$ cat src/rtl/grf_wport_arb_pkg.sv
// Shared CPU datapath package: write-port arbiter state encoding and defaults.
package grf_wport_arb_pkg;

  typedef enum logic {
    PRI_P   = 1'b0,
    FORCE_M = 1'b1
  } arb_state_e;

  localparam int unsigned STARVE_MAX_DEF = 3;

endpackage

$ cat src/rtl/grf_wport_reg.sv
// Register-file write-port register: we pulses on load, payload holds otherwise.
module grf_wport_reg (
  input  logic        clk,
  input  logic        reset,
  input  logic        ld,
  input  logic [4:0]  ld_a3,
  input  logic [31:0] ld_wd,
  input  logic [31:0] ld_pc,
  output logic        we,
  output logic [4:0]  a3,
  output logic [31:0] wd,
  output logic [31:0] pc_w
);

  always_ff @(posedge clk or negedge reset) begin
    if (!reset) begin
      we   <= 1'b0;
      a3   <= '0;
      wd   <= '0;
      pc_w <= '0;
    end else begin
      we <= ld;
      if (ld) begin
        a3   <= ld_a3;
        wd   <= ld_wd;
        pc_w <= ld_pc;
      end
    end
  end

endmodule

$ cat src/rtl/grf_wport_arb.sv
// Arbitrates pipeline (P) and multi-cycle unit (M) writebacks onto one GRF write
// port. P has priority; M is forced a grant after STARVE_MAX consecutive denials.
module grf_wport_arb
  import grf_wport_arb_pkg::*;
#(
  parameter int unsigned STARVE_MAX = STARVE_MAX_DEF
) (
  input  logic        clk,
  input  logic        reset,
  input  logic        p_valid,
  input  logic [4:0]  p_a3,
  input  logic [31:0] p_wd,
  input  logic [31:0] p_pc,
  output logic        p_ready,
  input  logic        m_valid,
  input  logic [4:0]  m_a3,
  input  logic [31:0] m_wd,
  input  logic [31:0] m_pc,
  output logic        m_ready,
  output logic        we,
  output logic [4:0]  a3,
  output logic [31:0] wd,
  output logic [31:0] pc_w,
  output logic        starved
);

  localparam logic [3:0] SMAX = 4'(STARVE_MAX);

  arb_state_e  state, state_nxt;
  logic [3:0]  starve_cnt, cnt_nxt;
  logic [4:0]  sel_a3;
  logic [31:0] sel_wd, sel_pc;

  // Readies are gated by reset so nothing handshakes while reset is held.
  always_comb begin
    p_ready = 1'b0;
    m_ready = 1'b0;
    if (reset) begin
      if (state == FORCE_M) begin
        m_ready = m_valid;
        p_ready = p_valid && !m_valid;
      end else begin
        p_ready = p_valid;
        m_ready = m_valid && !p_valid;
      end
    end
  end

  always_comb begin
    cnt_nxt   = '0;
    state_nxt = state;
    if (m_valid && !m_ready)
      cnt_nxt = (starve_cnt >= SMAX) ? SMAX : starve_cnt + 4'd1;
    case (state)
      PRI_P:   if (cnt_nxt == SMAX) state_nxt = FORCE_M;
      FORCE_M: if (m_ready || !m_valid) state_nxt = PRI_P;
      default: state_nxt = PRI_P;
    endcase
  end

  always_ff @(posedge clk or negedge reset) begin
    if (!reset) begin
      state      <= PRI_P;
      starve_cnt <= '0;
    end else begin
      state      <= state_nxt;
      starve_cnt <= cnt_nxt;
    end
  end

  assign starved = (state == FORCE_M);

  always_comb begin
    sel_a3 = p_a3;
    sel_wd = p_wd;
    sel_pc = p_pc;
    if (m_ready) begin
      sel_a3 = m_a3;
      sel_wd = m_wd;
      sel_pc = m_pc;
    end
  end

  grf_wport_reg u_wport_reg (
    .clk   (clk),
    .reset (reset),
    .ld    (p_ready | m_ready),
    .ld_a3 (sel_a3),
    .ld_wd (sel_wd),
    .ld_pc (sel_pc),
    .we    (we),
    .a3    (a3),
    .wd    (wd),
    .pc_w  (pc_w)
  );

endmodule

$ cat config.mk
export PLATFORM = sky130hd
export DESIGN_NAME = grf_wport_arb
export DESIGN_NICKNAME = d
export VERILOG_FILES = /design/src/rtl/grf_wport_arb_pkg.sv /design/src/rtl/grf_wport_reg.sv /design/src/rtl/grf_wport_arb.sv
export SDC_FILE = /design/constraint.sdc
export NUM_CORES = 1
export LEC_CHECK = 0
export CAP_MARGIN = 20
export CELL_PAD_IN_SITES_DETAIL_PLACEMENT = 1
export CELL_PAD_IN_SITES_GLOBAL_PLACEMENT = 1
export CORE_ASPECT_RATIO = 0.8
export CORE_MARGIN = 5
export CORE_UTILIZATION = 24
export DETAILED_ROUTE_END_ITERATION = 8
export PLACE_DENSITY_LB_ADDON = 0.1
export REMOVE_ABC_BUFFERS = 1
export SLEW_MARGIN = 10
export SYNTH_ARGS = -nofsm -noshare
export SYNTH_HDL_FRONTEND = slang
export SYNTH_SLANG_ARGS = --single-unit
$ cat constraint.sdc
create_clock -name clk -period 1.12 [get_ports clk]
set_input_delay 0.224 -clock clk [delete_from_list [all_inputs] [get_ports clk]]
set_output_delay 0.224 -clock clk [all_outputs]
set_load 0.1 [all_outputs]
# Word level (Yosys, flattened, before mapping)
# Cells that the tools add are included.
op_classes:
  eq_ne: 1
  n_bitwise: 2
  magnitude_cmp: 1
  n_mux: 12
  n_reduce_logical: 7
  n_addsub: 1
op_table:
  columns: ["operator", "n"]
  rows:
  - ["$mux W32", 2]
  - ["$mux W4", 2]
  - ["$mux W1", 6]
  - ["$mux W5", 1]
  - ["$add A4 B1 Y4 const B", 1]
  - ["$eq A4 B2 Y1 const B", 1]
  - ["$ge A4 B2 Y1 const B", 1]
  - ["$logic_and A1 B1 Y1", 3]
  - ["$logic_not A1 Y1", 3]
  - ["$pmux W1 S2", 1]
  - ["$logic_or A1 B1 Y1", 1]
  - ["$not A1 Y1", 1]
  - ["$or A1 B1 Y1", 1]
totals:
  register_bits: 75
  elab_cells: 30

# Logic depth before layout (Yosys ltp)
depth:
  depth_word: 10
  depth_mapped: 6

# By module
# A second synthesis with hierarchy kept.
hier_totals:
  cells_unflattened: 242
  hier_area_um2: 3701.0
modules_own_cells:
  columns: ["module", "seq_area_each_um2", "instances", "area_each_um2", "cells_each"]
  rows:
  - ["grf_wport_reg", 1751.7, 1, 2628.8, 147]
  - ["grf_wport_arb", 125.1, 1, 1072.3, 95]

# Least setup slack after synthesis
# Ideal clock, no wire load.
synth_timing:
  path_type: "register to output"
  start: "register state (netlist: starved)"
  end: "output port m_ready"
  arrival_time_ps: 2651
  required_time_ps: 896
  slack_ps: -1755
  path_buffers: 2
  path_stages_with_launch: 5
  path_cell_list: "dfrtp_1 > nor2b_1 > buf_4 > buf_2 > nor2_1"
synth_between:
  elab_chain_len: 2
synth_lines:
  columns: ["item", "line_no", "rtl"]
  rows:
  - ["start, declared", "grf_wport_arb.sv:29", "arb_state_e state, state_nxt;"]
  - ["start signal, assigned", "grf_wport_arb.sv:66", "state <= state_nxt;"]
  - ["$mux W1", "grf_wport_arb.sv:39", "if (state == FORCE_M) begin"]
  - ["$mux W1", "grf_wport_arb.sv:38", "if (reset) begin"]
  - ["end, declared", "grf_wport_arb.sv:19", "output logic m_ready,"]
# No other way between the ends.

# Worst setup path after layout
layout_timing:
  start: "register state (netlist: starved)"
  end: "output port p_ready"
layout_between:
  elab_chain_len: 2
layout_lines:
  columns: ["item", "line_no", "rtl"]
  rows:
  - ["$mux W1", "grf_wport_arb.sv:39", null]
  - ["$mux W1", "grf_wport_arb.sv:38", null]
  - ["end, declared", "grf_wport_arb.sv:14", "output logic p_ready,"]
# No other way between the ends.

==> run summary <==
Pwr Total -> 13.61 mW
Hold WS -> -0.0006760 ns
clk sinks -> 75
synth-to-layout area growth -> 121.2%
die height -> 119.7 um
top cell type's share of synthesized area -> 0.5196
Setup Skew -> 0.003539 ns
Rel. slew slack -> 0.6205
H-tree lvl count -> 3
uppermost layer routed -> met5
multi-input logic area -> 0.001810 mm^2
Core ar. -> 0.01491 mm^2
detailed placement HPWL -> 11.68 mm
flip-flop and latch count after synthesis -> 75
I/O pins -> 215
WL met3 -> 1.675 mm
Netlist cell types -> 19
register area -> 0.001878 mm^2
Crit path arrival time -> 1.24 ns
Avg Cell Area, Syn -> 8.725 um^2
worst min path class -> input pin to async pin
PwrDens -> 1704 mW/mm^2
DRC viols -> 0
max-cap viol count -> 0
slowest cell on the critical path -> dfrtp_2
clk buf depth -> 2
Critical Path RT -> 0.90 ns
Die Wd -> 147.2 um
f_max -> 0.6821 GHz
crit start category -> register
Initial Util -> 0.2422
Total Neg Setup Slack -> -20.71 ns
worst skew pair latency -> 0.34 ns
slew of the pin with the lowest slew margin -> 0.5693 ns
register area share after synthesis -> 0.5196
max-slew violation count -> 0
Post-Syn Area -> 0.003612 mm^2
GRT overflow -> 0
wire per inst -> 20.54 um
Static Leak -> 3.221 nW
CP endpoint kind -> output port
initial antenna violation count -> 1
vias -> 4243
clk slew on worst S/H paths -> 0.06 ns
Ys Warns -> 0
DRT iter0 DRCs -> 146
CP Max Fanout -> 4
nets -> 799
largest net degree at the start of global routing -> 51
router iterations before antenna repair -> 4
status -> complete, but fails checks
Tmin final -> 1.466 ns
Num CTS Buffers -> 9
VDD IR-drop max -> 732.9 uV
CTS tree -> done
crit-path max cell delay -> 0.44 ns
Area contributors post-synth -> dfrtp_1 (52%), a31oi_1 (12%), nand3_1 (9.6%)
WL met1 -> 7.442 mm
first-pass GRT wire length -> 27.42 mm
Fillers -> 1571
port bufs -> 214
via density per instance -> 4.992
Synth Instances -> 414
unrepaired setup endpoints after global routing -> yes
Final Util -> 0.5358
ANT nets after route -> 0
antenna diode count -> 0
layout cells sized above 1 -> 0.3343
failing checks -> negative hold slack, negative setup slack
Synth area leader -> dfrtp_1
Register-to-Register Path Depth -> 6
Critical Path, Cell by Cell -> buf_6, a21oi_4, buf_12
final setup fails -> 145
Final period util -> 1.309
Die ar. -> 0.01762 mm^2
Total Wirelength -> 17.46 mm
slack of the critical path -> -0.3461 ns
Setup Crit Path Kind -> register to output port
site row count -> 40
global placer's final weighted congestion -> 0.7170
WL met2 -> 8.159 mm
Hold Buf Count CTS -> 0
Hold Vio Cnt, Final -> 1
All-Layer GR Usage -> 0.1982
vias in the first global route -> 4777
clk root buf -> clkbuf_16
-- power breakdown --
part	internal (mW)	switching [mW]
Clock	2.53	1.17
Sequential	3.08	0.413
Combinational	2.57	3.86
Total	8.17	5.45
-- cell usage after synthesis --
library cell and instances:
nor2b_1 1, buf_6 5, inv_1 2, o21ai_1 41, o21ai_0 29, nand3_1 69
conb_1 1, dfrtp_1 75, ha_1 1, a21oi_1 5, nor2_1 70, clkbuf_1 8
buf_2 31, nor3_1 1, a31oi_1 69, buf_4 2, nand2_1 2, nand2b_1 1
o21a_4 1
-- path summary, 6_finish.rpt --
| kind | startpoint | to | slack, ns |
|---|---|---|---|
| worst min-delay path | reset | u_wport_reg.wd[29]$_DFFE_PN0P_ | -0.0007 |
| worst max-delay path | starved$_DFF_PN0_ | p_ready | -0.35 |
| worst max register to register | starved$_DFF_PN0_ | u_wport_reg.pc_w[4]$_DFFE_PN0P_ | -0.30 |
| max in group asynchronous | reset | starved$_DFF_PN0_ | 0.69 |
| worst min register to register | starve_cnt[0]$_DFF_PN0_ | starve_cnt[0]$_DFF_PN0_ | 0.55 |
| min in group clk | reset | u_wport_reg.pc_w[12]$_DFFE_PN0P_ | 0.36 |
-- layer usage --
layer  GRT usage  vias up
li1            -     1986
met1      0.2491     2070
met2      0.3162      167
met3     0.08607       18
met4     0.04598        2
met5           0        -
-- cell usage in the layout (no fill, tap or decap), types with 3 or more instances in the layout --
cell type and count:
a21oi_2 3, a31oi_1 68, buf_12 90, buf_16 5, buf_4 36, bufinv_16 4
clkbuf_16 10, clkdlybuf4s50_1 138, dfrtp_1 74, nand3_1 69, nor2_1 69, o21ai_1 13
o21ai_2 48, o21ai_4 9
-- cell families after synthesis --
family,after synthesis,synth area share
AO/OA/AOI/OAI,145,0.2276
adder cells (fa/ha/maj),1,0.003463
buffers and inverters,48,0.07309
flip-flops,75,0.5196
other,1,0.001038
AND/OR/NAND/NOR,144,0.1753
-- per-stage QoR --
stage	cell area, um^2	setup slack [ns]	std cells
2_1_floorplan	3359	-3.331	369
4_1_cts	7755	-0.3679	834
5_1_grt	7991	-0.3817	850
3_3_place_gp	6799	-0.5559	797
6_report	7991	-0.3461	850
3_5_place_dp	6799	-0.6301	797
-- what timing repair did --
| item | in CTS | in global routing |
|---|---|---|
| buffers inserted | 15 | 18 |
| gates cloned | 6 | 1 |
| resized for setup | 111 | 22 |
| pin swaps | 101 | 48 |
| setup endpoints to repair | 145 | 145 |
-- layout make-up --
cell class                 count  area share
clock buffer                  12     0.03210
multi-input combinational    292      0.2266
tap                          189     0.02959
inverter                       2   0.0009394
clock inverter                 4     0.01503
timing repair buffer         276      0.4608
sequential                    75      0.2350
-- sequential cells by signal, summed over array words and instances (netlist names) --
name and cells:
u_wport_reg.we 1, u_wport_reg.a3 5, starve_cnt 4, starved 1, u_wport_reg.pc_w 32, u_wport_reg.wd 32
-- critical path: cells and delay by family, from the launching register on --
family | cells | cell delay, ns
AOI/OAI and AO/OA | 1 | 0.13
buffers and inverters | 2 | 0.33
DFF | 1 | 0.44
(Power assumes the default switching activity.)
==> edit: new RTL, same settings <==
Reset style: synchronous (`reset`), changed in 2 clocked blocks.
--- a/src/rtl/grf_wport_reg.sv
+++ b/src/rtl/grf_wport_reg.sv
@@ -12,7 +12,7 @@
   output logic [31:0] pc_w
 );
 
-  always_ff @(posedge clk or negedge reset) begin
+  always_ff @(posedge clk) begin
     if (!reset) begin
       we   <= 1'b0;
       a3   <= '0;
--- a/src/rtl/grf_wport_arb.sv
+++ b/src/rtl/grf_wport_arb.sv
@@ -58,7 +58,7 @@
     endcase
   end
 
-  always_ff @(posedge clk or negedge reset) begin
+  always_ff @(posedge clk) begin
     if (!reset) begin
       state      <= PRI_P;
       starve_cnt <= '0;
Check against the original RTL: differs if reset is asserted again (counterexample within 4 cycles, from zero or initial values and one cycle with reset low); with reset held inactive, the same outputs for 10 cycles.
==> edit against the original RTL <==
- the flow finishes with violations (negative setup slack)
- sequential share of layout area decreased by 3.9 points
- wire length grew 11%
- count of clock-buffer cells in the layout decreased by 3
- utilization rose by 1.8 points
- sequential cell count stayed put
- worst setup slack better by 0.036 ns
- combinational power shrank 33%
- design area grew 3.0%
- area after synthesis down 0.55%
- clock skew grew 0.0035 ns
- total power is 23% lower
- critical endpoint is now m_ready
==> edit: results (changes against the original RTL) <==
[run_status]
status = finished, violations left
violations = negative setup slack

[global_route]
grt_pass1_vias = 5007  ; +4.8%
grt_pass1_wl_um = 29610  ; +8.0%
grt_usage_pct = 21.64  ; +1.8 points
grt_start_max_net_pins = 52  ; +2.0%

[power_and_ir_drop]
p_sw_share_pct = 38.09  ; -1.9 points

[setup_path]
critical_path.max_stage_delay_ns = 0.34  ; -0.10 ns
cp_slowest_cell = dfxtp_2
cp_data_arrival_time_ns = 1.21  ; -0.03 ns
path_max_fanout = 3  ; -1

[route]
drt_wl_total_um = 19430  ; +11%
vias = 4546  ; +7.1%
dr.first_iter.drc_count = 213  ; +46%

[timing]
slew_headroom_pct = 56.02  ; -6.0 points
setup_ws_ns = -0.3103  ; +0.03585 ns
setup_viol = 72  ; -50%

[yosys]
yosys.cell_types.count = 21  ; +2
synthArstFlopShare_pct = 0  ; -100 points
synth.yosys.seq_area_share_pct = 41.80  ; -10 points
synthFlopType = dfxtp_1
synthTopCellsByCount = nand2_1, dfxtp_1, o2111ai_1, o311ai_1, clkbuf_1

[placed_design]
gp_congestion = 0.7444  ; +3.8%
place_area_mm2 = 0.006853  ; +0.79%
dp_slack_ns = -0.6507  ; -0.02064 ns

## edit: cell count changes after synthesis, sizes merged, moves of 36 or more
| cell | unedited run | this run |
|---|---|---|
| o2111ai | 0 | 69 |
| nand2 | 2 | 140 |
| dfxtp | 0 | 75 |
| a31oi | 69 | 0 |
| o311ai | 0 | 69 |
| clkbuf | 8 | 44 |
| o21ai | 70 | 1 |
| nor2 | 70 | 1 |
| dfrtp | 75 | 0 |
| nand3 | 69 | 0 |
## edit: timing repair
action,4_1_cts,5_1_grt
cloned,12,1
gates resized for setup,135,29
buffers inserted,13,1
setup endpoints to repair,144,127
pin swaps,30,7
## edit: metal layers
| layer | track usage [%] | share of wire (%) |
|---|---|---|
| met1 | 26.92 | 43 |
| met2 | 35.14 | 47 |
| met3 | 8.444 | 9.0 |
| met4 | 5.405 | 1.1 |
| met5 | 0 | 0 |
## edit: cell type report
type / instances / share of cell area (%)
repair buffers: 274 / 46.61
multi-input cells: 292 / 27.33
flip-flops and latches: 75 / 19.61
well taps: 189 / 2.873
clock buffers: 9 / 2.736
clock inverters: 6 / 0.6993
inverters: 3 / 0.1368
## edit: cells by family (layout without fill, tap and decap cells)
kind of cell | after synthesis | after routing | share of synthesized area [%]
and+or+nand+nor | 146 | 146 | 15.81
AOI/OAI and AO/OA | 143 | 143 | 34.45
DFF | 75 | 75 | 41.80
buffers and inverters | 63 | 292 | 7.488
adders and majority gates | 1 | 1 | 0.3483
other | 1 | 2 | 0.1044
## edit: power by group through the flow
stage,Sequential (W),Clock (W),Combinational [W]
6_report,0.00321,0.00288,0.00434
5_1_grt,0.00323,0.00306,0.00448
4_1_cts,0.00321,0.00296,0.00427
2_1_floorplan,0.00473,0,0.000396
3_5_place_dp,0.00322,0,0.00395
3_3_place_gp,0.00320,0,0.00392
## edit: worst paths after layout
path,to,slack (ns),cells after the start,from
setup / recovery,m_ready,-0.31,4,starved
hold / removal,u_wport_reg.a3[4],0.40,4,reset
setup reg to reg,u_wport_reg.wd[0],-0.24,4,starved
hold reg to reg,starve_cnt[0],0.47,1,starve_cnt[0]
## edit: per-stage QoR
stage | setup TNS, ns | hold WS, ns | instances
global placement | -41.18 | 0.4408 | 807
finish | -11.95 | 0.4015 | 848
detailed placement | -43.18 | 0.4688 | 807
global route | -17.06 | 0.4095 | 848
floorplan | -277.06 | 0.3522 | 370
CTS | -11.87 | 0.3869 | 846
## edit: worst reg2reg max path, delay by kind of cell, from the launching register on
kind	cells	cell delay [ns]
compound gates	2	0.40
flops	1	0.34
buf+inv	2	0.48
